`src/rtl/univ_reg_pkg.sv`:
```
// -----------------------------------------------------------------------------
// univ_reg_pkg
// Shared definitions for the universal register block.
//   UNIV_REG_OP_W : width of the opcode field (3 bits, eight operations)
//   op_e          : opcode encoding OP_NOP .. OP_CLR
// -----------------------------------------------------------------------------
package univ_reg_pkg;

   localparam int UNIV_REG_OP_W = 3;

   typedef enum logic [UNIV_REG_OP_W-1:0] {
      OP_NOP = 3'd0,
      OP_LD  = 3'd1,
      OP_INC = 3'd2,
      OP_DEC = 3'd3,
      OP_SHL = 3'd4,
      OP_SHR = 3'd5,
      OP_ROL = 3'd6,
      OP_CLR = 3'd7
   } op_e;

endpackage

```
`src/rtl/univ_reg_alu.sv`:
```
// -----------------------------------------------------------------------------
// univ_reg_alu
// Purely combinational next-state logic for univ_reg. Given the current
// register value and an opcode it produces the next register value and the
// next carry/borrow/shift-out flag.
// Configuration macro: UNIV_REG_SAT_EN (when defined, INC/DEC saturate at
// all-ones / zero instead of wrapping; cf still reports the overflow).
// Ports:
//   cur    in   WIDTH  current register contents
//   in     in   WIDTH  parallel load data
//   sin    in   1      serial input for SHL/SHR
//   op     in   3      operation select
//   nxt    out  WIDTH  next register contents
//   nxt_cf out  1      next carry/borrow/shift-out flag
// For OP_NOP the outputs are don't-care; the top never loads them.
// -----------------------------------------------------------------------------
module univ_reg_alu
   import univ_reg_pkg::*;
#(
   parameter int WIDTH = 8
) (
   input  logic [WIDTH-1:0]         cur,
   input  logic [WIDTH-1:0]         in,
   input  logic                     sin,
   input  logic [UNIV_REG_OP_W-1:0] op,
   output logic [WIDTH-1:0]         nxt,
   output logic                     nxt_cf
);

   localparam logic [WIDTH-1:0] ONE = {{(WIDTH-1){1'b0}}, 1'b1};

`ifndef UNIV_REG_SAT_EN
   // One extra bit on the increment so the carry falls out of the sum.
   logic [WIDTH:0] inc_sum;
   assign inc_sum = {1'b0, cur} + {1'b0, ONE};
`endif

   // Decode the opcode into the next value and flag. Shifts and rotate
   // report the bit pushed out of the top (left) or bottom (right).
   always_comb begin
      nxt    = cur;
      nxt_cf = 1'b0;
      case (op_e'(op))
         OP_NOP: begin
            nxt    = cur;
            nxt_cf = 1'b0;
         end
         OP_LD: begin
            nxt    = in;
            nxt_cf = 1'b0;
         end
         OP_INC: begin
`ifdef UNIV_REG_SAT_EN
            if (&cur) begin
               nxt    = cur;
               nxt_cf = 1'b1;
            end else begin
               nxt    = cur + ONE;
               nxt_cf = 1'b0;
            end
`else
            nxt    = inc_sum[WIDTH-1:0];
            nxt_cf = inc_sum[WIDTH];
`endif
         end
         OP_DEC: begin
`ifdef UNIV_REG_SAT_EN
            if (cur == '0) begin
               nxt    = '0;
               nxt_cf = 1'b1;
            end else begin
               nxt    = cur - ONE;
               nxt_cf = 1'b0;
            end
`else
            nxt    = cur - ONE;
            nxt_cf = (cur == '0);
`endif
         end
         OP_SHL: begin
            nxt    = {cur[WIDTH-2:0], sin};
            nxt_cf = cur[WIDTH-1];
         end
         OP_SHR: begin
            nxt    = {sin, cur[WIDTH-1:1]};
            nxt_cf = cur[0];
         end
         OP_ROL: begin
            nxt    = {cur[WIDTH-2:0], cur[WIDTH-1]};
            nxt_cf = cur[WIDTH-1];
         end
         OP_CLR: begin
            nxt    = '0;
            nxt_cf = 1'b0;
         end
         default: begin
            nxt    = cur;
            nxt_cf = 1'b0;
         end
      endcase
   end

endmodule

```
`src/rtl/univ_reg.sv`:
```
// -----------------------------------------------------------------------------
// univ_reg
// Parametrised universal register: hold, load, increment, decrement, shift
// left/right, rotate left and clear, with a registered carry/borrow/shift-out
// flag and a zero flag.
// Configuration macro: UNIV_REG_SAT_EN (saturating INC/DEC, see univ_reg_alu).
// Parameters:
//   WIDTH   register width (>= 2)
//   RST_VAL value of out while reset is asserted
// Ports:
//   clk    in   1      clock, rising edge
//   rst_n  in   1      asynchronous active-low reset
//   en     in   1      operation enable; low forces hold
//   op     in   3      operation select (univ_reg_pkg::op_e)
//   in     in   WIDTH  parallel load data
//   sin    in   1      serial input for SHL/SHR
//   out    out  WIDTH  register contents
//   cf     out  1      registered carry/borrow/shift-out flag
//   zf     out  1      out == 0, derived from the register only
// -----------------------------------------------------------------------------
module univ_reg
   import univ_reg_pkg::*;
#(
   parameter int               WIDTH   = 8,
   parameter logic [WIDTH-1:0] RST_VAL = '0
) (
   input  logic                     clk,
   input  logic                     rst_n,
   input  logic                     en,
   input  logic [UNIV_REG_OP_W-1:0] op,
   input  logic [WIDTH-1:0]         in,
   input  logic                     sin,
   output logic [WIDTH-1:0]         out,
   output logic                     cf,
   output logic                     zf
);

   logic [WIDTH-1:0] nxt;
   logic             nxt_cf;
   logic             take;

   univ_reg_alu #(
      .WIDTH (WIDTH)
   ) u_alu (
      .cur    (out),
      .in     (in),
      .sin    (sin),
      .op     (op),
      .nxt    (nxt),
      .nxt_cf (nxt_cf)
   );

   // NOP and en=0 both leave out and cf untouched, which keeps cf sticky
   // until the next real operation.
   assign take = en && (op != OP_NOP);

   // Register and flag; reset wins over any operation on the same edge.
   always_ff @(posedge clk or negedge rst_n) begin
      if (!rst_n) begin
         out <= RST_VAL;
         cf  <= 1'b0;
      end else if (take) begin
         out <= nxt;
         cf  <= nxt_cf;
      end
   end

   assign zf = (out == '0);

endmodule

```
`config.mk`:
```
export PLATFORM = sky130hd
export DESIGN_NAME = univ_reg
export DESIGN_NICKNAME = d
export VERILOG_FILES = /design/src/rtl/univ_reg_pkg.sv /design/src/rtl/univ_reg_alu.sv /design/src/rtl/univ_reg.sv
export SDC_FILE = /design/constraint.sdc
export NUM_CORES = 1
export LEC_CHECK = 0
export BUFFER_PORTS_ARGS = -buffer_cell sky130_fd_sc_hd__buf_4
export CORE_UTILIZATION = 55
export CTS_BUF_LIST = sky130_fd_sc_hd__clkbuf_8
export CTS_CLUSTER_DIAMETER = 40
export DETAILED_ROUTE_END_ITERATION = 10
export PLACE_DENSITY = 0.85
export SETUP_SLACK_MARGIN = 0.1
export SLEW_MARGIN = 5
export SYNTH_ARGS = -nofsm -noshare
export SYNTH_HDL_FRONTEND = slang
export SYNTH_SLANG_ARGS = --single-unit
```
`constraint.sdc`:
```
create_clock -name clk -period 3.15 [get_ports clk]
set_clock_uncertainty 0.05 [all_clocks]
set_input_delay 0.1575 -clock clk [delete_from_list [all_inputs] [get_ports clk]]
set_output_delay 0.1575 -clock clk [all_outputs]
set_load 0.05 [all_outputs]
```
==> flow_metrics.tcl <==
set metrics [dict create \
    dieHeight_um 44.23 \
    timing.rr.end "out[7]" \
    mappedNetlistNets 143 \
    routed_wirelength_mm 2.689 \
    initial_drt_markers 67 \
    clock_latency_at_the_later_pin_of_the_worst_skew_pair_ps 240 \
    gr_ovfl_total 0 \
    p_leak_nw 0.5011 \
    arrival_ps 1870 \
    tritoncts.num_buffers 3 \
    grt_use_total_pct 31.12 \
    antenna_violating_nets_remaining 0 \
    top_level_ports 25 \
    synth_flop_cell "sky130_fd_sc_hd__dfrtp_1" \
    total_negative_setup_slacks_ps 0 \
    design_area_mm2 0.001172 \
    number_of_antenna_violations_at_the_first_check_in_global_routing 0 \
    dp_hpwl_mm 1.837 \
    synth_cells 126 \
    core.rowCount 14 \
    nFillCells 117 \
    synth-warning-count 0 \
    drt-vias-per-instance 6.887 \
    final_hold_viol_count 0 \
    cts_max_level 1 \
    first_pass_grt_wire_length_mm 4.512 \
    final_core_util_pct 74.37 \
    total_power_mw 0.6186 \
    max_stage_delay_ps 610 \
    synth-edff-count 0 \
    detail_route.wl_per_cell_um 16.91 \
    effective_utilization_at_floorplan_pct 62.22 \
    startpoint_type "register" \
    unrepaired_setup_endpoints_after_global_routing "false" \
    antenna_cells_inserted 0 \
    path_class "register to output port" \
    yosys_register_bits 9 \
    post-place-ws_ps 1350 \
    critical_path.cell_chain "or4_4 > nor4b_4 > buf_4" \
    cp-endpoint "zf" \
    grt_max_degree 27 \
    gp_congestion 0.8927 \
    timing.critical_path.to_type "output port" \
    post-route-worst-setup-slack_ps 1068 \
    hp-start "in[5]" \
    layout-drive-gt1-share_pct 23.78 \
    met3RoutedLength_um 217 \
    place_inst 154 \
    layout.cells.non_filler 159 \
    netlist_area_um2 980.9 \
    clkSlewWorstSetupHoldPaths_ps 60 \
    dpl_cell_area_mm2 0.001117 \
    design.final.nets 161 \
    max-slew-margin-rel_pct 37.17 \
    num_vias 1095 \
    die_area_mm2 0.001956 \
    hp-class "input pin to register" \
    layout-area-overhead-vs-synth_pct 19.51 \
    port_buffers 24 \
    total_clock_sinks 9 \
    power_density_mw_per_mm2 527.7 \
    ir_worst_vdd_uv 276.3 \
    fin_hold_ws_ps 154.3 \
    cts_root_buffer "sky130_fd_sc_hd__clkbuf_8" \
    cts.path.max_buffers 2 \
    cts_tree "done" \
    worst_slew_pin_slew_ps 934.5 \
    drt_first_pass_iters 7 \
    die_x_um 44.23 \
    rrSetupSlack_ps 1360 \
    drc 0 \
    seq_area_frac_synth_pct 22.96 \
    route.layer.met1.wl_mm 1.177 \
    wl_met2_mm 1.227 \
    worst_r2r_startpoint "out[2]" \
    cp_data_required_time_ps 2940 \
    timing.critical_path.slowest_stage_cell "sky130_fd_sc_hd__or4_4" \
    report.final.setup_viol 0 \
    core_mm2 0.001577 \
    max_cap_violations 0 \
    top_signal_layer_used "met4" \
    synth.avg_cell_area_um2 7.785 \
    timing.final.crit_share_pct 66.10 \
    worst-r2r-cell-count 4 \
    cts.repair.resized 0 \
    status "completed" \
    final.min_clock_period_ps 2082 \
    synth_cell_types 49 \
    maximum_achievable_frequency_mhz 480.2 \
    critical_path.startpoint "out[2]" \
    postSynth.asyncResetShare_pct 100.0 \
    vias_in_the_first_global_route 963 \
    critPathMaxFanout 13 \
    slew_viol_final 0 \
]
==> cells in the final DEF, fill, tap and decap left out, types with 2 or more instances in the layout <==
cell                        instances
sky130_fd_sc_hd__a31oi_1            3
sky130_fd_sc_hd__nor2_1             7
sky130_fd_sc_hd__a211oi_1           4
sky130_fd_sc_hd__xor2_1             2
sky130_fd_sc_hd__o2bb2ai_1          3
sky130_fd_sc_hd__o21a_1             2
sky130_fd_sc_hd__mux2i_1            5
sky130_fd_sc_hd__nand3_1            4
sky130_fd_sc_hd__nor2b_1            2
sky130_fd_sc_hd__dfrtp_1            9
sky130_fd_sc_hd__ha_1               2
sky130_fd_sc_hd__nand2b_1           2
sky130_fd_sc_hd__nand2_1            9
sky130_fd_sc_hd__a21oi_1           10
sky130_fd_sc_hd__o21ai_0            8
sky130_fd_sc_hd__buf_4             24
sky130_fd_sc_hd__and2_1             3
sky130_fd_sc_hd__nor3_1             4
sky130_fd_sc_hd__clkbuf_8           3
sky130_fd_sc_hd__o32ai_1            2
sky130_fd_sc_hd__inv_1              7
sky130_fd_sc_hd__o22ai_1            4
==> synthesized netlist by cell type, types with 2 or more instances <==
| library cell | instances | area, um^2 |
|---|---|---|
| sky130_fd_sc_hd__a21oi_1 | 10 | 50.05 |
| sky130_fd_sc_hd__dfrtp_1 | 9 | 225.2 |
| sky130_fd_sc_hd__nand2_1 | 9 | 33.78 |
| sky130_fd_sc_hd__o21ai_0 | 8 | 40.04 |
| sky130_fd_sc_hd__nor2_1 | 7 | 26.28 |
| sky130_fd_sc_hd__inv_1 | 6 | 22.52 |
| sky130_fd_sc_hd__buf_2 | 5 | 25.02 |
| sky130_fd_sc_hd__mux2i_1 | 5 | 50.05 |
| sky130_fd_sc_hd__a211oi_1 | 4 | 30.03 |
| sky130_fd_sc_hd__nand3_1 | 4 | 20.02 |
| sky130_fd_sc_hd__nor3_1 | 4 | 20.02 |
| sky130_fd_sc_hd__o22ai_1 | 4 | 25.02 |
| sky130_fd_sc_hd__a31oi_1 | 3 | 18.77 |
| sky130_fd_sc_hd__and2_1 | 3 | 18.77 |
| sky130_fd_sc_hd__clkbuf_1 | 3 | 11.26 |
| sky130_fd_sc_hd__o2bb2ai_1 | 3 | 26.28 |
| sky130_fd_sc_hd__ha_1 | 2 | 25.02 |
| sky130_fd_sc_hd__nand2b_1 | 2 | 12.51 |
| sky130_fd_sc_hd__nor2b_1 | 2 | 12.51 |
| sky130_fd_sc_hd__o21a_1 | 2 | 15.01 |
| sky130_fd_sc_hd__o32ai_1 | 2 | 17.52 |
| sky130_fd_sc_hd__xor2_1 | 2 | 17.52 |
==> where the power goes <==
group          switching, mW  total (mW)  internal, mW
registers             0.0605       0.197         0.136
logic                  0.171       0.281         0.110
clock network         0.0550       0.141        0.0857
==> routing by layer <==
layer  track usage (%)  vias to the layer above
li1                  -                      512
met1             46.55                      501
met2             43.53                       72
met3             4.082                       10
met4             15.76                        0
met5                 0                        -
==> area by class of cell <==
| type | instances | area (um^2) | share of cell area, % |
|---|---|---|---|
| multi-input combinational | 99 | 669.4 | 57.10 |
| sequential | 9 | 225.2 | 19.21 |
| timing repair buffer | 25 | 190.2 | 16.22 |
| clock buffer | 3 | 41.29 | 3.522 |
| inverter | 6 | 22.52 | 1.921 |
| tap | 16 | 20.02 | 1.708 |
| clock inverter | 1 | 3.754 | 0.3202 |
==> state kept, by name, summed over array words and instances, names as in the netlist <==
signal  cells
out         8
cf          1
==> cell families after synthesis <==
group	after synthesis	share of synthesized area [%]
AO/OA/AOI/OAI	47	32.27
AND/OR/NAND/NOR	43	26.53
buffers and inverters	18	8.800
flip-flops	9	22.96
multiplexers	5	5.102
XOR/XNOR	2	1.786
adder cells (fa/ha/maj)	2	2.551
==> critical path, delay by kind of cell, from the launching register on <==
family	cells	cell delay, ps
and+or+nand+nor	2	860
DFF	1	530
buffers and inverters	1	240
==> timing repair <==
item / in CTS / in global routing
hold endpoints to repair: 9 / 0
setup buffers: 0 / 0
hold buffers: 1 / 0
==> worst min path at each step <==
| stage | to | depth (start not counted) |
|---|---|---|
| floorplan | cf | 0 |
| global placement | out[4] | 1 |
| detailed placement | out[4] | 1 |
| CTS | out[5] | 3 |
| global route | out[5] | 3 |
| finish | out[5] | 3 |
Power figures use the tool's default switching activity.
